## config.mk

```make
export PLATFORM = sky130hd
export DESIGN_NAME = controller_digit_entry_flat
export DESIGN_NICKNAME = d
export VERILOG_FILES = /design/src/rtl/controller_digit_entry_if.sv /design/src/rtl/controller_digit_entry.sv /design/src/flat_wrapper.sv
export SDC_FILE = /design/constraint.sdc
export NUM_CORES = 1
export LEC_CHECK = 0
export CELL_PAD_IN_SITES_DETAIL_PLACEMENT = 0
export CELL_PAD_IN_SITES_GLOBAL_PLACEMENT = 1
export CORE_UTILIZATION = 40
export DETAILED_ROUTE_END_ITERATION = 8
export GPL_TIMING_DRIVEN = 0
export PLACE_DENSITY_LB_ADDON = 0.1
export SKIP_CTS_REPAIR_TIMING = 1
export SLEW_MARGIN = 20
export SYNTH_ARGS = -nofsm -noshare
export SYNTH_HDL_FRONTEND = slang
export SYNTH_SLANG_ARGS = --single-unit
```

## constraint.sdc

```tcl
create_clock -name Clock -period 10.8 [get_ports Clock]
set_input_delay 2.7 -clock Clock [delete_from_list [all_inputs] [get_ports Clock]]
set_output_delay 2.7 -clock Clock [all_outputs]
set_load 0.05 [all_outputs]
```

## src/rtl/controller_digit_entry_if.sv

```systemverilog
// Key-operation and committed-operand handshake bundle for the digit entry register.
// The master drives keys and consumes operands; the slave is the entry register.
interface controller_digit_entry_if #(
    parameter int W     = 27,
    parameter int CNT_W = 4
);
    logic             key_valid;
    logic             key_ready;
    logic [2:0]       key_op;
    logic [3:0]       key_digit;
    logic [W-1:0]     mag;
    logic             neg;
    logic [CNT_W-1:0] count;
    logic [3:0]       last_digit;
    logic             full;
    logic             err;
    logic             out_valid;
    logic             out_ready;
    logic [W-1:0]     out_mag;
    logic             out_neg;
    logic [CNT_W-1:0] out_count;

    modport master (
        output key_valid, key_op, key_digit, out_ready,
        input  key_ready, mag, neg, count, last_digit, full, err,
        input  out_valid, out_mag, out_neg, out_count
    );

    modport slave (
        input  key_valid, key_op, key_digit, out_ready,
        output key_ready, mag, neg, count, last_digit, full, err,
        output out_valid, out_mag, out_neg, out_count
    );
endinterface

```

## src/rtl/controller_digit_entry.sv

```systemverilog
// Multi-digit signed operand entry in a configurable radix, committed over valid/ready.
// One-cycle latency from accepted key to outputs; keys are refused while an operand is pending.
module controller_digit_entry #(
    parameter int RADIX  = 10,
    parameter int DIGITS = 8,
    parameter int W      = 27,
    parameter int CNT_W  = 4
) (
    input  logic                    Clock,
    input  logic                    Reset,
    controller_digit_entry_if.slave ent
);
    localparam int XW = W + 4;

    typedef enum logic [2:0] {
        OP_DIGIT  = 3'd0,
        OP_BACK   = 3'd1,
        OP_CLEAR  = 3'd2,
        OP_NEG    = 3'd3,
        OP_COMMIT = 3'd4
    } op_e;

    logic [W-1:0]      mag_q, mag_d;
    logic              neg_q, neg_d;
    logic [CNT_W-1:0]  cnt_q, cnt_d;
    logic [3:0]        stk_q [DIGITS];
    logic [3:0]        stk_d [DIGITS];
    logic [3:0]        last_q, last_d;
    logic              full_q, full_d;
    logic              err_q, err_d;
    logic              ov_q, ov_d;
    logic [W-1:0]      omag_q, omag_d;
    logic              oneg_q, oneg_d;
    logic [CNT_W-1:0]  ocnt_q, ocnt_d;
    logic              accept;

    assign accept = ent.key_valid & ~ov_q;

    always_comb begin
        mag_d  = mag_q;
        neg_d  = neg_q;
        cnt_d  = cnt_q;
        stk_d  = stk_q;
        last_d = last_q;
        err_d  = 1'b0;
        ov_d   = ov_q & ~ent.out_ready;
        omag_d = omag_q;
        oneg_d = oneg_q;
        ocnt_d = ocnt_q;
        if (accept) begin
            case (op_e'(ent.key_op))
                OP_DIGIT: begin
                    if (int'(ent.key_digit) >= RADIX || cnt_q == CNT_W'(DIGITS)) begin
                        err_d = 1'b1;
                    end else begin
                        mag_d = W'(XW'(mag_q) * XW'(RADIX) + XW'(ent.key_digit));
                        for (int i = DIGITS - 1; i > 0; i--) stk_d[i] = stk_q[i-1];
                        stk_d[0] = ent.key_digit;
                        cnt_d    = cnt_q + 1'b1;
                        last_d   = ent.key_digit;
                    end
                end
                OP_BACK: begin
                    if (cnt_q == '0) begin
                        err_d = 1'b1;
                    end else begin
                        // Subtracting the top digit first makes the division exact.
                        mag_d = W'((XW'(mag_q) - XW'(stk_q[0])) / XW'(RADIX));
                        for (int i = 0; i < DIGITS - 1; i++) stk_d[i] = stk_q[i+1];
                        stk_d[DIGITS-1] = 4'h0;
                        cnt_d = cnt_q - 1'b1;
                        if (cnt_q == CNT_W'(1)) begin
                            neg_d  = 1'b0;
                            last_d = 4'hf;
                        end else begin
                            last_d = stk_d[0];
                        end
                    end
                end
                OP_CLEAR, OP_COMMIT: begin
                    if (op_e'(ent.key_op) == OP_COMMIT) begin
                        ov_d   = 1'b1;
                        omag_d = mag_q;
                        oneg_d = neg_q;
                        ocnt_d = cnt_q;
                    end
                    mag_d  = '0;
                    neg_d  = 1'b0;
                    cnt_d  = '0;
                    last_d = 4'hf;
                    for (int i = 0; i < DIGITS; i++) stk_d[i] = 4'h0;
                end
                OP_NEG:  neg_d = ~neg_q;
                default: err_d = 1'b1;
            endcase
        end
        full_d = (cnt_d == CNT_W'(DIGITS));
    end

    always_ff @(posedge Clock or negedge Reset) begin
        if (!Reset) begin
            mag_q  <= '0;
            neg_q  <= 1'b0;
            cnt_q  <= '0;
            for (int i = 0; i < DIGITS; i++) stk_q[i] <= 4'h0;
            last_q <= 4'hf;
            full_q <= 1'b0;
            err_q  <= 1'b0;
            ov_q   <= 1'b0;
            omag_q <= '0;
            oneg_q <= 1'b0;
            ocnt_q <= '0;
        end else begin
            mag_q  <= mag_d;
            neg_q  <= neg_d;
            cnt_q  <= cnt_d;
            stk_q  <= stk_d;
            last_q <= last_d;
            full_q <= full_d;
            err_q  <= err_d;
            ov_q   <= ov_d;
            omag_q <= omag_d;
            oneg_q <= oneg_d;
            ocnt_q <= ocnt_d;
        end
    end

    assign ent.key_ready  = ~ov_q;
    assign ent.mag        = mag_q;
    assign ent.neg        = neg_q;
    assign ent.count      = cnt_q;
    assign ent.last_digit = last_q;
    assign ent.full       = full_q;
    assign ent.err        = err_q;
    assign ent.out_valid  = ov_q;
    assign ent.out_mag    = omag_q;
    assign ent.out_neg    = oneg_q;
    assign ent.out_count  = ocnt_q;
endmodule

```

## src/flat_wrapper.sv

```systemverilog
// flat-port wrapper written by rule: the top's interface ports become plain ports
module controller_digit_entry_flat 
#(
    parameter int RADIX  = 10,
    parameter int DIGITS = 8,
    parameter int W      = 27,
    parameter int CNT_W  = 4
)
  (Clock, Reset, ent_key_valid, ent_key_op, ent_key_digit, ent_out_ready, ent_key_ready, ent_mag, ent_neg, ent_count, ent_last_digit, ent_full, ent_err, ent_out_valid, ent_out_mag, ent_out_neg, ent_out_count);
  controller_digit_entry_if #(.W(W), .CNT_W(CNT_W)) ent_i ();
  input  logic Clock;
  input  logic Reset;
  input wire logic [$bits(ent_i.key_valid)-1:0] ent_key_valid;
  input wire logic [$bits(ent_i.key_op)-1:0] ent_key_op;
  input wire logic [$bits(ent_i.key_digit)-1:0] ent_key_digit;
  input wire logic [$bits(ent_i.out_ready)-1:0] ent_out_ready;
  output wire logic [$bits(ent_i.key_ready)-1:0] ent_key_ready;
  output wire logic [$bits(ent_i.mag)-1:0] ent_mag;
  output wire logic [$bits(ent_i.neg)-1:0] ent_neg;
  output wire logic [$bits(ent_i.count)-1:0] ent_count;
  output wire logic [$bits(ent_i.last_digit)-1:0] ent_last_digit;
  output wire logic [$bits(ent_i.full)-1:0] ent_full;
  output wire logic [$bits(ent_i.err)-1:0] ent_err;
  output wire logic [$bits(ent_i.out_valid)-1:0] ent_out_valid;
  output wire logic [$bits(ent_i.out_mag)-1:0] ent_out_mag;
  output wire logic [$bits(ent_i.out_neg)-1:0] ent_out_neg;
  output wire logic [$bits(ent_i.out_count)-1:0] ent_out_count;
  assign ent_i.key_valid = ent_key_valid;
  assign ent_i.key_op = ent_key_op;
  assign ent_i.key_digit = ent_key_digit;
  assign ent_i.out_ready = ent_out_ready;
  assign ent_key_ready = ent_i.key_ready;
  assign ent_mag = ent_i.mag;
  assign ent_neg = ent_i.neg;
  assign ent_count = ent_i.count;
  assign ent_last_digit = ent_i.last_digit;
  assign ent_full = ent_i.full;
  assign ent_err = ent_i.err;
  assign ent_out_valid = ent_i.out_valid;
  assign ent_out_mag = ent_i.out_mag;
  assign ent_out_neg = ent_i.out_neg;
  assign ent_out_count = ent_i.out_count;
  controller_digit_entry #(.RADIX(RADIX), .DIGITS(DIGITS), .W(W), .CNT_W(CNT_W)) u_core (.Clock(Clock), .Reset(Reset), .ent(ent_i));
endmodule
```

After elaboration in Yosys (flattened, before gate mapping)
Index checks and enable logic that the tools add are counted.

Register bits after elaboration: 103. Bits in latches: 0. Bits in writable memories: 0. ROM bits: 0. Output and inout bits: 72. Memories kept: 0.

Add/sub/neg operators: 4. $mul: 1. Divide/modulo/power cells: 1. Magnitude comparators: 1. Equality and inequality tests: 10. Shift operators: 0. Multiplexer cells: 24. Bitwise operators: 5. Reductions and logical operators: 10.

Operator list (number): case mux 32 bit (3 select lines) (1); case mux 27 bit (3 select lines) (1); two-way mux 32 bit (2); two-way mux 27 bit (2); divider 31 x 4 -> 31 bit, second input constant (1); subtractor 27 x 4 -> 28 bit (1); adder 27 x 4 -> 27 bit (1); multiplier 27 x 3 -> 26 bit, second input constant (1); two-way mux 4 bit (6); case mux 4 bit (3 select lines) (2); equality test 4 bit, second input constant (2); two-way mux 1 bit (8); AND reduction 4 bit (2); equality test 3 x 2 -> 1 bit, second input constant (2); case mux 1 bit (3 select lines) (2); nonzero test 3 bit (2); adder 4 x 1 -> 4 bit, second input constant (1); equality test 4 x 1 -> 1 bit, second input constant (1); >= comparator 4 bit, second input constant (1); logical NOT 4 bit (1); != test 2 bit, second input constant (2); subtractor 4 x 1 -> 4 bit, second input constant (1); equality test 3 x 1 -> 1 bit, second input constant (1); equality test 3 bit, second input constant (1); 8 further kinds (11).

Longest topological paths before layout
Word-level depth: 6. Gate-level depth with buffers: 37.

Least setup slack after synthesis
Ideal clock, no wire load.

Path type: register -> register. Start point: register u_core.mag_q[0] (netlist: u_core.ent.mag[0]). End point: register u_core.mag_q[0] (netlist: u_core.ent.mag[0]). Library setup time: 0.129 ns. Arrival time: 8.127 ns. Path slack: 2.543 ns. Stages on the path, launching flop included: 34. Buffers on the path: 3. Cells stage by stage: dfrtp_1 -> inv_1 -> ha_1 -> inv_1 -> fa_1 -> a21oi_1 -> o211ai_2 -> buf_2 -> or4_4 -> xnor2_1 -> a211oi_1 -> and2_1 -> buf_6 -> o21ai_2 -> a31oi_2 -> nand4_1 -> or4b_1 -> and3_1 -> buf_6 -> a21o_1 -> nor2_2 -> a21o_1 -> mux2_1 -> a311oi_4 -> nand2_1 -> o31a_1 -> a21oi_2 -> mux2_2 -> o21bai_2 -> a21oi_2 -> a2111oi_0 -> a311oi_2 -> a32oi_1 -> a31oi_1.

Word-level cells in the longest chain between the ends: 4.

RTL lines: start, declared (line controller_digit_entry.sv:23) `logic [W-1:0] mag_q, mag_d;`; start signal, assigned (line controller_digit_entry.sv:114) `mag_q <= mag_d;`; subtractor 27 x 4 -> 28 bit (line controller_digit_entry.sv:68) `mag_d = W'((XW'(mag_q) - XW'(stk_q[0])) / XW'(RADIX));`; divider 31 x 4 -> 31 bit (line controller_digit_entry.sv:68); two-way mux 27 bit (line controller_digit_entry.sv:64) `if (cnt_q == '0) begin`; case mux 27 bit (3 select lines) (line controller_digit_entry.sv:51) `case (op_e'(ent.key_op))`.

No other way between the ends. The select of a mux whose other input is x is not followed. A chain may end at the register's enable or synchronous reset.

Worst setup path in the final report
Same ends and word-level chain as after synthesis.

==> results.ini <==
[outcome]
outcome=finished, final reports clean

[global_routing]
antenna_found_initial=0
grt_pass1_wl_mm=57.9
first_global_vias=10191
grt_max_degree=66
grt-ovfl-total=0
grt_util_all_layers_pct=27.5

[logic_synthesis]
synth_edf_count=0
syn_nets=1382
synthFlopType=dfrtp_1
ys_warn_count=0
postSynthCellCount=1313
ys_ff_latch=103
synth.distinct_cells=114
avgSynthCellArea_sq_um=8.08
synth-async-reset-ratio_pct=100
yosysSeqAreaShare_pct=24.3
synth_area_sq_um=10600

[sta]
setup_viol=0
max_clock_freq_mhz=100
min_period_over_period_pct=92.4
setup_tns_ns=0
rsz0062_at_grt=no
skew_ns=0.0177
max-slew-margin-rel_pct=29.6
period_needed_ns=9.97
worstMarginPinSlew_ns=1.05
hold_viol=0
slew_violations=0

[place]
port_buffers=82
dp_hpwl_mm=27.1
placed_cell_area_sq_um=11900
place.gp.congestion=0.932

[die]
rows=59
ioPinCount=83
die-area_sq_um=27200
die_h_um=165
initial_utilization_pct=40.7
coreArea_sq_um=26100
die_w_um=165

[cells_and_area]
num_antenna_cells=0
finalInstanceArea_sq_um=12200
final_common_cell=nor2_1
syn_to_final_growth_pct=14.9
nets=1476
drive_above_1_share_pct=9.49
fillers=2654
final_cell_mix=nor2_1 (153), nand2_1 (132), dfrtp_1 (99)

[critical_path]
worstSetupStartpointType=register
cpMaxStageDelayCell=xnor2_1
slowest_delay_ns=0.64
cp.required_ns=11.05
endpoint_kind=register
cp_data_arrival_time_ns=10.23
ff2ff_setup_slack_ns=0.83
critical_path_class=register to register
cp_max_fo=10
cp_common_cell=a21oi_2

[clocking]
cts-htree-levels=3
cts_made_buffers=9
clockRootBuffer=clkbuf_16
cts_tree=done
clk_path_buf_depth=2
cts.clk_slew.worst_paths_ns=0.09
clock_latency_ns=0.37
cts_sinks=103

[job]
cap_violations=0

[routing]
vias_per_cell=6.18
drc_errors=0
ant_nets=0
wire_per_inst_um=20.9
num_vias=10805
drt_iter0_drc=753
totalWireLength_mm=36.6
firstDrtPassIters=5

[min_path]
hp-class=register to register

==> cell families (layout without fill, tap and decap cells) <==
group / after synthesis / after routing / share of synthesized area [%]
and+or+nand+nor: 480 / 480 / 21.9
buffers and inverters: 113 / 212 / 4.56
DFF: 103 / 103 / 24.3
adders and majority gates: 58 / 58 / 7.05
muxes: 36 / 36 / 3.75
xor gates and xnor gates: 89 / 89 / 7.41
AOI/OAI and AO/OA: 434 / 434 / 31.0
==> cell type report <==
type	count	area [sq um]	area share, %
multi-input combinational	1097	7550	61.9
sequential	103	2580	21.2
timing repair buffer	83	850	6.96
tap	335	419	3.44
buffer	77	349	2.86
clock buffer	9	225	1.85
inverter	36	135	1.11
clock inverter	7	86.3	0.708
==> critical path, delay by kind of cell (launching register included) <==
family          cells  cell delay (ns)
xor+xnor            1             0.64
fa+ha+maj           2             0.58
simple gates        7             1.87
mux                 2             0.81
flops               1             0.46
compound gates     16             4.99
buf+inv             3             0.47
==> metrics by stage <==
stage	worst slack, ns	util [%]	hold slack, ns	instances
2_1_floorplan	2.54	-	0.440	1313
3_3_place_gp	1.08	45.5	0.456	1730
3_5_place_dp	1.05	45.6	0.462	1731
4_1_cts	1.00	46.8	0.480	1747
5_1_grt	0.114	46.8	0.503	1747
6_report	0.825	46.8	0.477	1747
==> state kept, by name (all words and copies together) (netlist names), 4 cells and up <==
| name | cells |
|---|---|
| u_core.ent.last_digit | 4 |
| u_core.ent.mag | 27 |
| u_core.ent.out_mag | 27 |
| u_core.ent.out_count | 4 |
| u_core.stk_q | 32 |
| u_core.ent.count | 4 |
==> synth_stat cells (16+ instances only) <==
| cell | n | area share, % |
|---|---|---|
| nor2_1 | 153 | 5.4 |
| nand2_1 | 132 | 4.7 |
| dfrtp_1 | 99 | 23 |
| a21oi_1 | 80 | 3.8 |
| o21ai_0 | 71 | 3.3 |
| xnor2_1 | 58 | 4.8 |
| ha_1 | 55 | 6.5 |
| clkbuf_1 | 49 | 1.7 |
| nand3_1 | 47 | 2.2 |
| nor3_1 | 35 | 1.7 |
| inv_1 | 34 | 1.2 |
| a221oi_1 | 30 | 2.5 |
| xor2_1 | 30 | 2.5 |
| mux2_2 | 28 | 3.0 |
| a31oi_1 | 26 | 1.5 |
| nand4_1 | 18 | 1.1 |
| a21o_1 | 16 | 1.1 |
==> metal layers <==
layer / wire, um / track usage (%)
met2: 17100 / 45.1
met3: 1630 / 2.34
met5: 0 / 0
met4: 605 / 6.80
met1: 17200 / 38.8
==> path summary, 6_finish.rpt <==
path	from	to	depth (start not counted)
worst max-delay path	u_core.ent.mag[0]	u_core.ent.mag[0]	31
worst min-delay path	u_core.stk_q[0]	u_core.stk_q[0]	2
worst max register to register	u_core.ent.mag[0]	u_core.ent.mag[0]	31
worst min register to register	u_core.stk_q[0]	u_core.stk_q[0]	2
max in group asynchronous	Reset	u_core.ent.out_mag[12]	2
min in group asynchronous	Reset	u_core.ent.count[0]	1
Power is not shown: default switching activity piles up to over one toggle a cycle in this logic, so the estimate is an artifact.
